### src/rtl/uart_tx_sched_if.sv
// Bundle between requesters/receiver and the UART transmit scheduler.
// master = requester/receiver side, slave = scheduler side.
interface uart_tx_sched_if #(
  parameter int NREQ = 4
);
  logic [NREQ-1:0]   req;
  logic [8*NREQ-1:0] req_data;
  logic [NREQ-1:0]   ack;
  logic [7:0]        tx_data;
  logic              tx_we;
  logic              busy;
  logic [7:0]        rx_data;
  logic              rx_ready;
  logic              echo_ovf;

  modport master (
    output req, req_data, rx_data, rx_ready,
    input  ack, tx_data, tx_we, busy, echo_ovf
  );

  modport slave (
    input  req, req_data, rx_data, rx_ready,
    output ack, tx_data, tx_we, busy, echo_ovf
  );
endinterface

### src/rtl/uart_tx_sched.sv
// Round-robin scheduler sharing one busy-less UART transmitter among NREQ byte requesters.
// Define UART_SCHED_ECHO_EN to also echo received bytes with priority over all requesters.
module uart_tx_sched #(
  parameter int NREQ         = 4,
  parameter int FRAME_CYCLES = 164
) (
  input logic            clk,
  input logic            rst,
  uart_tx_sched_if.slave bus
);
  localparam int         IDXW     = $clog2(NREQ);
  localparam logic [7:0] TERM_CNT = 8'(FRAME_CYCLES - 1);

  typedef enum logic [2:0] {
    IDLE   = 3'd0,
    SETUP  = 3'd1,
    STROBE = 3'd2,
    WAIT   = 3'd3,
    ACK    = 3'd4
  } state_t;

  state_t           state_reg, state_next;
  logic [IDXW-1:0]  rr_ptr_reg;
  logic [IDXW-1:0]  win_idx_reg;
  logic             win_echo_reg;
  logic [7:0]       tx_data_reg;
  logic             tx_we_reg;
  logic [NREQ-1:0]  ack_reg;
  logic [7:0]       cnt_reg;
  logic             strobe_cnt_reg;
  logic             found;
  logic [IDXW-1:0]  pick;
  logic             grant;
  logic             echo_pend;
  logic [7:0]       echo_buf;
  logic [7:0]       req_byte [NREQ];

  generate
    for (genvar gi = 0; gi < NREQ; gi++) begin : g_bytes
      assign req_byte[gi] = bus.req_data[8*gi +: 8];
    end
  endgenerate

  // Scan from rr_ptr upward with an explicit wrap so non power-of-two NREQ never yields a bad index.
  always_comb begin : arbiter
    logic [IDXW:0]   sum;
    logic [IDXW-1:0] idx;
    found = 1'b0;
    pick  = '0;
    sum   = '0;
    idx   = '0;
    for (int k = 0; k < NREQ; k++) begin
      sum = {1'b0, rr_ptr_reg} + (IDXW+1)'(k);
      if (sum >= (IDXW+1)'(NREQ)) begin
        sum = sum - (IDXW+1)'(NREQ);
      end
      idx = sum[IDXW-1:0];
      if (!found && bus.req[idx]) begin
        found = 1'b1;
        pick  = idx;
      end
    end
  end

  assign grant = (state_reg == IDLE) && (echo_pend || found);

  always_comb begin
    state_next = state_reg;
    case (state_reg)
      IDLE:    if (echo_pend || found) state_next = SETUP;
      SETUP:   state_next = STROBE;
      STROBE:  if (strobe_cnt_reg) state_next = WAIT;
      WAIT:    if (cnt_reg == TERM_CNT) state_next = ACK;
      ACK:     state_next = IDLE;
      default: state_next = IDLE;
    endcase
  end

  always_ff @(posedge clk) begin
    if (!rst) begin
      state_reg      <= IDLE;
      rr_ptr_reg     <= '0;
      win_idx_reg    <= '0;
      win_echo_reg   <= 1'b0;
      tx_data_reg    <= 8'd0;
      tx_we_reg      <= 1'b0;
      ack_reg        <= '0;
      cnt_reg        <= 8'd0;
      strobe_cnt_reg <= 1'b0;
    end else begin
      state_reg      <= state_next;
      tx_we_reg      <= (state_next == STROBE);
      strobe_cnt_reg <= (state_reg == STROBE) ? ~strobe_cnt_reg : 1'b0;
      cnt_reg        <= (state_reg == WAIT) ? cnt_reg + 8'd1 : 8'd0;
      ack_reg        <= '0;
      if (state_next == ACK && !win_echo_reg) begin
        ack_reg[win_idx_reg] <= 1'b1;
      end
      // tx_data is captured at grant and held until the next grant.
      if (grant) begin
        win_echo_reg <= echo_pend;
        win_idx_reg  <= pick;
        tx_data_reg  <= echo_pend ? echo_buf : req_byte[pick];
      end
      if (state_reg == ACK && !win_echo_reg) begin
        rr_ptr_reg <= (win_idx_reg == IDXW'(NREQ - 1)) ? '0 : win_idx_reg + 1'b1;
      end
    end
  end

`ifdef UART_SCHED_ECHO_EN
  logic       rx_prev_reg;
  logic       echo_pend_reg;
  logic       echo_ovf_reg;
  logic [7:0] echo_buf_reg;
  logic       rx_edge;
  logic       grant_echo;

  assign rx_edge    = bus.rx_ready & ~rx_prev_reg;
  assign grant_echo = (state_reg == IDLE) && echo_pend_reg;

  // A new receive edge wins over the clear, so a byte arriving at grant time stays pending.
  always_ff @(posedge clk) begin
    if (!rst) begin
      rx_prev_reg   <= 1'b0;
      echo_pend_reg <= 1'b0;
      echo_ovf_reg  <= 1'b0;
      echo_buf_reg  <= 8'd0;
    end else begin
      rx_prev_reg <= bus.rx_ready;
      if (rx_edge) begin
        echo_buf_reg  <= bus.rx_data;
        echo_pend_reg <= 1'b1;
        if (echo_pend_reg && !grant_echo) begin
          echo_ovf_reg <= 1'b1;
        end
      end else if (grant_echo) begin
        echo_pend_reg <= 1'b0;
      end
    end
  end

  assign echo_pend    = echo_pend_reg;
  assign echo_buf     = echo_buf_reg;
  assign bus.echo_ovf = echo_ovf_reg;
`else
  logic unused_rx;
  assign unused_rx    = ^{bus.rx_data, bus.rx_ready};
  assign echo_pend    = 1'b0;
  assign echo_buf     = 8'd0;
  assign bus.echo_ovf = 1'b0;
`endif

  assign bus.tx_data = tx_data_reg;
  assign bus.tx_we   = tx_we_reg;
  assign bus.ack     = ack_reg;
  assign bus.busy    = (state_reg != IDLE);
endmodule
### src/flat_wrapper.sv
// flat-port wrapper written by rule: the top's interface ports become plain ports
module uart_tx_sched_flat 
#(
  parameter int NREQ         = 4,
  parameter int FRAME_CYCLES = 164
)
  (clk, rst, bus_req, bus_req_data, bus_rx_data, bus_rx_ready, bus_ack, bus_tx_data, bus_tx_we, bus_busy, bus_echo_ovf);
  uart_tx_sched_if #(.NREQ(NREQ)) bus_i ();
  input logic clk;
  input logic rst;
  input wire logic [$bits(bus_i.req)-1:0] bus_req;
  input wire logic [$bits(bus_i.req_data)-1:0] bus_req_data;
  input wire logic [$bits(bus_i.rx_data)-1:0] bus_rx_data;
  input wire logic [$bits(bus_i.rx_ready)-1:0] bus_rx_ready;
  output wire logic [$bits(bus_i.ack)-1:0] bus_ack;
  output wire logic [$bits(bus_i.tx_data)-1:0] bus_tx_data;
  output wire logic [$bits(bus_i.tx_we)-1:0] bus_tx_we;
  output wire logic [$bits(bus_i.busy)-1:0] bus_busy;
  output wire logic [$bits(bus_i.echo_ovf)-1:0] bus_echo_ovf;
  assign bus_i.req = bus_req;
  assign bus_i.req_data = bus_req_data;
  assign bus_i.rx_data = bus_rx_data;
  assign bus_i.rx_ready = bus_rx_ready;
  assign bus_ack = bus_i.ack;
  assign bus_tx_data = bus_i.tx_data;
  assign bus_tx_we = bus_i.tx_we;
  assign bus_busy = bus_i.busy;
  assign bus_echo_ovf = bus_i.echo_ovf;
  uart_tx_sched #(.NREQ(NREQ), .FRAME_CYCLES(FRAME_CYCLES)) u_core (.clk(clk), .rst(rst), .bus(bus_i));
endmodule
### config.mk
export PLATFORM = sky130hd
export DESIGN_NAME = uart_tx_sched_flat
export DESIGN_NICKNAME = d
export VERILOG_FILES = /design/src/rtl/uart_tx_sched_if.sv /design/src/rtl/uart_tx_sched.sv /design/src/flat_wrapper.sv
export SDC_FILE = /design/constraint.sdc
export NUM_CORES = 1
export LEC_CHECK = 0
export CELL_PAD_IN_SITES_DETAIL_PLACEMENT = 0
export CELL_PAD_IN_SITES_GLOBAL_PLACEMENT = 1
export CORE_AREA = 5 5 74 76
export DETAILED_ROUTE_END_ITERATION = 12
export DIE_AREA = 0 0 79 81
export GPL_TIMING_DRIVEN = 1
export HOLD_SLACK_MARGIN = 0.1
export PLACE_DENSITY = 0.94
export SYNTH_ARGS = -nofsm -noshare
export SYNTH_HDL_FRONTEND = slang
export SYNTH_SLANG_ARGS = --single-unit
### constraint.sdc
create_clock -name clk -period 6.05 [get_ports clk]
set_input_delay 1.21 -clock clk [delete_from_list [all_inputs] [get_ports clk]]
set_output_delay 1.21 -clock clk [all_outputs]
set_load 0.01 [all_outputs]
==> results of run 1 <==
metrics by stage:
| step | utilization [%] | hold slack [ns] | std cells | setup WS [ns] | instance area (um^2) |
|---|---|---|---|---|---|
| 2_1_floorplan | - | 0.430 | 164 | 3.38 | 1530 |
| 3_3_place_gp | 44.5 | 0.446 | 265 | 2.52 | 2080 |
| 3_5_place_dp | 44.5 | 0.459 | 265 | 2.47 | 2080 |
| 4_1_cts | 46.7 | 0.473 | 273 | 2.77 | 2180 |
| 5_1_grt | 46.7 | 0.499 | 273 | 2.60 | 2180 |
| 6_report | 46.7 | 0.465 | 273 | 2.78 | 2180 |
synth_stat cells, drive strengths merged:
| library cell | n |
|---|---|
| or3 | 1 |
| mux2 | 5 |
| and3 | 5 |
| a221o | 4 |
| clkinv | 1 |
| and2 | 5 |
| a21o | 1 |
| o21ai | 1 |
| nand4 | 3 |
| a211oi | 5 |
| inv | 4 |
| or2 | 3 |
| xor2 | 4 |
| nand3 | 6 |
| mux2i | 6 |
| and4 | 1 |
| o31a | 4 |
| nand4b | 1 |
| a21oi | 9 |
| xnor2 | 2 |
| buf | 2 |
| a2111oi | 4 |
| nor2b | 2 |
| nor3 | 5 |
| o31ai | 3 |
| nand2 | 8 |
| conb | 1 |
| dfxtp | 29 |
| nand2b | 4 |
| a311oi | 1 |
| clkbuf | 2 |
| nor2 | 22 |
| o21a | 1 |
| ha | 5 |
| nor3b | 1 |
| nor4 | 3 |
critical path: cells and delay by family:
family,cells,cell delay [ns]
AND/OR/NAND/NOR,2,0.76
multiplexers,2,0.65
AO/OA/AOI/OAI,1,0.32
buffers and inverters,1,0.48
kinds of logic (layout without fill, tap and decap cells):
kind of cell / count (synthesis) / count (layout) / share of synthesized area [%]
AOI/OAI and AO/OA: 33 / 33 / 17.5
xor gates and xnor gates: 6 / 6 / 3.45
adders and majority gates: 5 / 5 / 4.10
buffers and inverters: 9 / 64 / 3.03
DFF: 29 / 29 / 38.1
muxes: 11 / 11 / 7.63
other: 1 / 1 / 0.246
and+or+nand+nor: 70 / 70 / 26.0
metal layers:
layer | routed length (um) | GRT usage (%)
met2 | 1740 | 20.8
met4 | 72 | 5.67
met5 | 0 | 0
met3 | 259 | 4.32
met1 | 1710 | 16.0
where the power goes:
part | total, W | internal [W] | switching [W]
sequential | 0.000211 | 0.000203 | 0.00000768
combinational | 0.000115 | 0.0000632 | 0.0000518
clock | 0.000174 | 0.000103 | 0.0000714
total | 0.000500 | 0.000369 | 0.000131
worst min path at each step:
stage | start | endpoint | slack, ns | cells past startpoint
after global placement | u_core.cnt_reg[0] | u_core.cnt_reg[0] | 0.45 | 1
after global routing | u_core.cnt_reg[0] | u_core.cnt_reg[0] | 0.50 | 1
after detailed placement | u_core.cnt_reg[0] | u_core.cnt_reg[0] | 0.46 | 1
after CTS | u_core.cnt_reg[0] | u_core.cnt_reg[0] | 0.47 | 1
final | u_core.cnt_reg[0] | u_core.cnt_reg[0] | 0.47 | 1
after floorplan | u_core.cnt_reg[0] | u_core.cnt_reg[0] | 0.43 | 1
area by class of cell:
cell class,instances,share of cell area (%)
clock buffer,7,4.43
clock inverter,1,0.230
inverter,5,0.862
multi-input combinational,126,41.3
sequential,29,26.7
tap,54,3.10
timing repair buffer,51,23.4
==> flow_metrics.py, run 1 <==
metrics = {
    "floorplan": {
        "die_area_mm2": 0.00640,
        "row_count": 25,
        "die_h_um": 81,
        "core_area_mm2": 0.00466,
        "die_w_um": 79,
        "ioPinCount": 62,
        "initial_core_util_pct": 32.7,
    },
    "clocking": {
        "h-tree-depth": 2,
        "insertion_delay_ns": 0.28,
        "root_buffer": "clkbuf_8",
        "clk_pin_slew_ns": 0.06,
        "cts_buffers": 5,
        "ctsHoldBuffers": 0,
        "clock_path_buffers": 2,
        "clkSinkCount": 29,
        "cts_tree": "built",
        "postCtsSetupBuffers": 0,
        "cts_resized": 0,
    },
    "logic_synthesis": {
        "synth_nets": 216,
        "ys_seq_area_share_pct": 38.1,
        "syn_area_mm2": 0.00153,
        "synth_cell_types": 45,
        "synth_top_area_share_pct": 38.1,
        "synthTopCellsByArea": "dfxtp_1, nor2_1, ha_1",
        "syn_inst": 164,
        "syn_area_per_cell_um2": 9.30,
        "ys_warn_count": 0,
        "synth-seq-cells": 29,
        "yosysTopAreaCell": "dfxtp_1",
    },
    "global_route": {
        "grt_max_degree": 15,
        "grt_pass1_wl_mm": 6.40,
        "grt_pass1_vias": 1353,
        "antenna_found_initial": 0,
        "grt_use_total_pct": 13.0,
        "grt-ovfl-total": 0,
    },
    "pwr": {
        "report.power.total_w": 0.000500,
        "vdd_drop_max_v": 0.000137,
        "leakage_nw": 0.797,
        "power.density_mw_per_mm2": 230,
    },
    "timing": {
        "finalCriticalPeriod_ns": 3.27,
        "report.final.slew_viol_count": 0,
        "timing.final.crit_share_pct": 54.0,
        "rsz0062_at_grt": "no",
        "tightestPinTransition_ns": 0.702,
        "setup_viol": 0,
        "hold_viol": 0,
        "finClkSkew_ns": 0.00855,
        "fmax_mhz": 306,
        "slew_headroom_pct": 53.1,
        "tns_ns": 0,
    },
    "finish": {
        "syn2layout_area_growth_pct": 42.7,
        "multiInputGateArea_um2": 898,
        "drive_gt1_share_pct": 12.3,
        "fin_nets": 270,
        "layout_common_cells": "clkdlybuf4s50_1, dfxtp_1, nor2_1",
        "regArea_um2": 581,
        "mostFrequentLayoutCell": "clkdlybuf4s50_1",
        "num_antenna_cells": 0,
        "fillers": 458,
    },
    "worst_setup_path": {
        "crit_chain": "clkdlybuf4s50_1 -> mux2i_1 -> nor2_2 -> nor3_4 -> mux2_2 -> a221o_1",
        "cpMaxStageDelayCell": "nor3_4",
        "startpoint": "bus_req[2]",
        "crit_end": "u_core.bus.tx_data[1]",
        "cp-start-kind": "input port",
        "crit_fanout": 14,
        "worst_ep_arrival_time_ns": 3.43,
        "r2r-end": "u_core.bus.tx_data[1]",
        "r2r_start": "u_core.rr_ptr_reg[1]",
        "r2r_slack_ns": 3.74,
        "end_kind": "flip-flop",
        "worstPathRequired_ns": 6.21,
        "max_stage_delay_ns": 0.63,
        "ff2ff_path_depth": 5,
        "critPathKind": "in2reg",
    },
    "routing": {
        "first_iter_violations": 66,
        "drt-vias-per-instance": 5.07,
        "ant_nets": 0,
        "drc": 0,
        "wl_per_cell_um": 13.9,
        "drt-total-wl_mm": 3.78,
        "vias": 1384,
        "first_pass_iters": 4,
    },
    "placed_design": {
        "portBuffers": 51,
        "place_hpwl_mm": 2.93,
        "routabilityCongestion": 0.787,
    },
    "hold_path": {
        "min_path_type": "reg2reg",
    },
    "status": {
        "status": "finished clean",
    },
    "job": {
        "cap_violations": 0,
    },
}
No activity file was read; power rests on OpenSTA's default activity.
==> run 2: changes to the inputs <==
- CORE_AREA: 5 5 74 76 -> 5 5 77 79
- DIE_AREA: 0 0 79 81 -> 0 0 82 84
- PLACE_DENSITY: 0.94 -> 0.89
- clock period: 6.05 -> 3.1 ns (I/O delays scaled with it)
==> run 2 against run 1 <==
  * Die area is 7.6% higher
  * Sequential cell count unchanged
  * Critical endpoint is now u_core.bus.tx_data[7]
  * Worst setup slack worse by 2.2 ns
  * Non-clock buffer count grew 6
  * Worst hold slack about the same
  * Global-route usage down 0.46 points
  * Register-to-register slack got worse by 2.8 ns
  * Critical path type unchanged
  * Highest routed layer unchanged
==> flow_metrics.py, run 2 (synthesis gave the netlist of run 1 again) <==
metrics = {
    "worst_setup_path": {
        "cpMaxStageDelayCell": "clkdlybuf4s50_1",
        "cp.buffers_inverters": 2,
        "crit_fanout": 9,
        "cp_top_family": "buffers and inverters",
        "critPathKind": "in2reg",
        "worst_ep_arrival_time_ns": 2.69,
        "cp-start-kind": "input port",
        "worstPathRequired_ns": 3.26,
        "end_kind": "flip-flop",
        "max_stage_delay_ns": 0.48,
        "cp_common_cell": "mux2i_1",
        "crit_chain": "clkdlybuf4s50_1 -> mux2i_1 -> nor2_2 -> nor3_4 -> buf_4 -> mux2i_1 -> a2111oi_1",
    },
    "routing": {
        "vias": 1378,
        "first_iter_violations": 55,
        "first_pass_iters": 4,
        "drc": 0,
        "drt-vias-per-instance": 4.66,
        "drt-total-wl_mm": 3.90,
        "wl_per_cell_um": 13.2,
        "ant_nets": 0,
    },
    "timing": {
        "whs_ns": 0.465,
        "finClkSkew_ns": 0.00500,
        "hold_viol": 0,
        "tns_ns": 0,
        "timing.final.crit_share_pct": 81.3,
        "report.final.slew_viol_count": 0,
        "rsz0062_at_grt": "no",
        "slew_headroom_pct": 67.0,
        "setup_viol": 0,
        "tightestPinTransition_ns": 0.491,
        "worst_slack_ns": 0.579,
        "fmax_mhz": 397,
        "finalCriticalPeriod_ns": 2.52,
    },
    "placed_design": {
        "pre_cts_slack_ns": 0.267,
        "placed_cell_area_mm2": 0.00214,
        "portBuffers": 51,
        "placed_cells": 289,
        "routabilityCongestion": 0.759,
        "place_hpwl_mm": 3.08,
    },
    "clocking": {
        "h-tree-depth": 2,
        "ctsHoldBuffers": 0,
        "clock_path_buffers": 2,
        "cts_resized": 0,
        "cts_buffers": 5,
        "postCtsSetupBuffers": 0,
        "insertion_delay_ns": 0.28,
        "cts_tree": "built",
        "root_buffer": "clkbuf_8",
        "clkSinkCount": 29,
        "clk_pin_slew_ns": 0.06,
    },
    "pwr": {
        "leakage_nw": 0.816,
        "vdd_drop_max_v": 0.000172,
        "p_sw_share_pct": 26.5,
        "seq_power_share_pct": 43.0,
        "clockPowerShare_pct": 32.6,
        "switching_power_w": 0.000254,
        "power_frac_comb_pct": 24.4,
        "power.density_mw_per_mm2": 429,
        "intPower_w": 0.000703,
    },
    "finish": {
        "layout_common_cells": "clkdlybuf4s50_1, dfxtp_1, nor2_1",
        "syn2layout_area_growth_pct": 46.2,
        "num_antenna_cells": 0,
        "drive_gt1_share_pct": 13.8,
        "stdcell_count": 296,
        "final_cell_area_mm2": 0.00223,
        "fin_nets": 276,
        "mostFrequentLayoutCell": "clkdlybuf4s50_1",
    },
    "job": {
        "cap_violations": 0,
    },
    "floorplan": {
        "core_area_mm2": 0.00527,
        "initial_core_util_pct": 28.9,
        "die_area_mm2": 0.00689,
        "ioPinCount": 62,
        "row_count": 27,
        "die_w_um": 82,
        "die_h_um": 84,
    },
    "hold_path": {
        "min_path_type": "reg2reg",
    },
    "global_route": {
        "grt_pass1_vias": 1421,
        "antenna_found_initial": 0,
        "grt_max_degree": 12,
        "grt_pass1_wl_mm": 6.64,
        "grt_use_total_pct": 12.5,
        "grt-ovfl-total": 0,
    },
    "status": {
        "status": "finished clean",
    },
}
run 2: changes by cell type in the layout (fill, tap and decap cells not counted):
cell,before,now
buf_4,0,6
clkbuf_1,0,1
clkbuf_8,7,6
clkinv_2,1,0
run 2: worst reg2reg max path, cell delays in order (launching register included):
cell and delay (ns):
dfxtp_1 0.40, mux2i_1 0.28, nor2_2 0.13, nor3_4 0.47, buf_4 0.25, mux2i_1 0.09, a2111oi_1 0.39
run 2: cell type report:
type / instances / area (um^2)
clock buffer: 7 / 86.3
inverter: 5 / 18.8
timing repair buffer: 57 / 556
fill: 535 / 3040
sequential: 29 / 581
multi-input combinational: 126 / 898
tap: 72 / 90.1
run 2: worst paths after layout:
kind | startpoint | endpoint | slack (ns) | cells after the start
min | u_core.cnt_reg[0] | u_core.cnt_reg[0] | 0.47 | 1
min reg2reg | u_core.cnt_reg[0] | u_core.cnt_reg[0] | 0.47 | 1
max | bus_req[2] | u_core.bus.tx_data[7] | 0.58 | 7
max reg2reg | u_core.rr_ptr_reg[1] | u_core.bus.tx_data[7] | 0.96 | 6
run 2: power by group through the flow:
stage	logic, W	registers, W	clock network [W]
finish	0.000233	0.000411	0.000312
detailed placement	0.000234	0.000419	0
global placement	0.000232	0.000419	0
global route	0.000254	0.000414	0.000341
CTS	0.000235	0.000411	0.000322
floorplan	0.000108	0.000425	0
run 2: layer usage:
layer / GRT usage [%] / routed length [um]
met4: 5.44 / 70
met5: 0 / 0
met3: 4.10 / 232
met1: 15.0 / 1730
met2: 20.1 / 1860
run 2: stage by stage:
step           power (W)  utilization, %
2_1_floorplan   0.000534               -
3_3_place_gp    0.000651            40.7
3_5_place_dp    0.000653            40.7
4_1_cts         0.000968            42.3
5_1_grt          0.00101            42.3
6_report        0.000957            42.3
==> run 3: changes to the inputs <==
- CORE_AREA: 5 5 77 79 -> 5 5 80 82
- DIE_AREA: 0 0 82 84 -> 0 0 85 87
- PLACE_DENSITY: 0.89 -> 0.86
- clock period: 3.1 -> 2.1 ns (I/O delays scaled with it)
==> run 3 against run 2 <==
  * Combinational power rose by 60%
  * Highest routed layer unchanged
  * Cell count rose by 4.7%
  * Largest cell class unchanged
  * Via count rose by 5.9%
  * Clock power rose by 46%
==> flow_metrics.py, run 3 (synthesis gave the netlist of run 1 again) <==
metrics = {
    "hold_path": {
        "min_from": "u_core.cnt_reg[0]",
        "min_path_type": "reg2reg",
    },
    "worst_setup_path": {
        "crit_fanout": 6,
        "max_stage_delay_ns": 0.61,
        "r2r_slack_ns": 0.19,
        "worst_ep_arrival_time_ns": 2.14,
        "worstPathRequired_ns": 2.27,
        "crit_chain": "clkdlybuf4s50_1 -> a21oi_2 -> nor3_4 -> buf_4 -> mux2_2 -> a221o_1",
        "critPathKind": "in2reg",
        "cp-start-kind": "input port",
        "r2r_start": "u_core.state_reg[2]",
        "end_kind": "flip-flop",
        "startpoint": "bus_req[3]",
        "cpMaxStageDelayCell": "clkdlybuf4s50_1",
    },
    "global_route": {
        "grt_max_degree": 12,
        "grt_use_total_pct": 12.1,
        "grt_pass1_vias": 1500,
        "antenna_found_initial": 0,
        "grt-ovfl-total": 0,
        "grt_pass1_wl_mm": 6.92,
    },
    "timing": {
        "tns_ns": 0,
        "hold_viol": 0,
        "worst_slack_ns": 0.128,
        "fmax_mhz": 507,
        "finClkSkew_ns": 0.00835,
        "finalCriticalPeriod_ns": 1.97,
        "timing.final.crit_share_pct": 93.9,
        "setup_viol": 0,
        "rsz0062_at_grt": "no",
        "whs_ns": 0.472,
        "report.final.slew_viol_count": 0,
    },
    "routing": {
        "drt-vias-per-instance": 4.71,
        "wl_per_cell_um": 13.3,
        "drc": 0,
        "vias": 1459,
        "first_pass_iters": 4,
        "ant_nets": 0,
        "drt-total-wl_mm": 4.11,
        "first_iter_violations": 46,
    },
    "placed_design": {
        "placed_cell_area_mm2": 0.00222,
        "portBuffers": 51,
        "routabilityCongestion": 0.812,
        "placed_cells": 302,
        "place_hpwl_mm": 3.28,
        "pre_cts_slack_ns": -0.239,
    },
    "finish": {
        "final_cell_area_mm2": 0.00234,
        "num_antenna_cells": 0,
        "stdcell_count": 310,
        "drive_gt1_share_pct": 20.4,
        "fillers": 603,
        "layout_common_cells": "clkdlybuf4s50_1, dfxtp_1, nor2_1",
        "fin_nets": 286,
        "mostFrequentLayoutCell": "clkdlybuf4s50_1",
        "syn2layout_area_growth_pct": 53.3,
    },
    "floorplan": {
        "initial_core_util_pct": 26.9,
        "die_h_um": 87,
        "die_w_um": 85,
        "row_count": 28,
        "ioPinCount": 62,
        "core_area_mm2": 0.00568,
        "die_area_mm2": 0.00740,
    },
    "clocking": {
        "cts_tree": "built",
        "cts_buffers": 5,
        "clkSinkCount": 29,
        "root_buffer": "clkbuf_8",
        "clock_path_buffers": 2,
        "ctsHoldBuffers": 0,
        "insertion_delay_ns": 0.29,
        "h-tree-depth": 2,
        "clk_pin_slew_ns": 0.06,
    },
    "job": {
        "cap_violations": 0,
    },
    "status": {
        "status": "finished clean",
    },
    "pwr": {
        "vdd_drop_max_v": 0.000247,
        "leakage_nw": 0.887,
        "power.density_mw_per_mm2": 614,
    },
}
-- run 3: worst paths after layout --
kind / endpoint / cells past startpoint
max reg2reg: u_core.bus.tx_data[2] / 4
min: u_core.cnt_reg[0] / 1
min reg2reg: u_core.cnt_reg[0] / 1
max: u_core.bus.tx_data[1] / 6
-- run 3: layer usage --
| metal | vias up | share of wire (%) | global-route usage, % |
|---|---|---|---|
| met2 | 30 | 49 | 20.3 |
| met3 | 14 | 5.2 | 4.45 |
| li1 | 738 | - | - |
| met1 | 677 | 42 | 13.2 |
| met4 | 0 | 3.6 | 6.62 |
| met5 | - | 0 | 0 |
-- run 3: metrics by stage --
step / power, W / utilization, %
after floorplan: 0.000788 / -
after global placement: 0.000977 / 39.2
after detailed placement: 0.000981 / 39.2
after CTS: 0.00145 / 40.7
after global routing: 0.00152 / 41.2
final: 0.00143 / 41.2
-- run 3: what timing repair did --
action                     CTS  global route
resized for setup            0             7
buffers inserted             0             0
setup endpoints to repair    0             7
-- run 3: area by class of cell --
class                           instances  area [um^2]  area share [%]
Multi-Input combinational cell        126          923            39.5
Timing Repair Buffer                   67          636            27.2
Clock buffer                            5         68.8            2.94
Sequential cell                        29          581            24.8
Tap cell                               75         93.8            4.01
Clock inverter                          3         17.5           0.749
Inverter                                5         18.8           0.803
-- run 3: worst max-delay path: cells and delay by family --
kind	cells	cell delay, ns
mux	1	0.34
compound gates	2	0.43
buf+inv	2	0.78
simple gates	1	0.16
-- run 3: where the power goes --
group | internal, W | switching, W | leakage, nW
clock network | 0.000228 | 0.000228 | 0.0439
registers | 0.000585 | 0.0000223 | 0.236
logic | 0.000211 | 0.000161 | 0.607
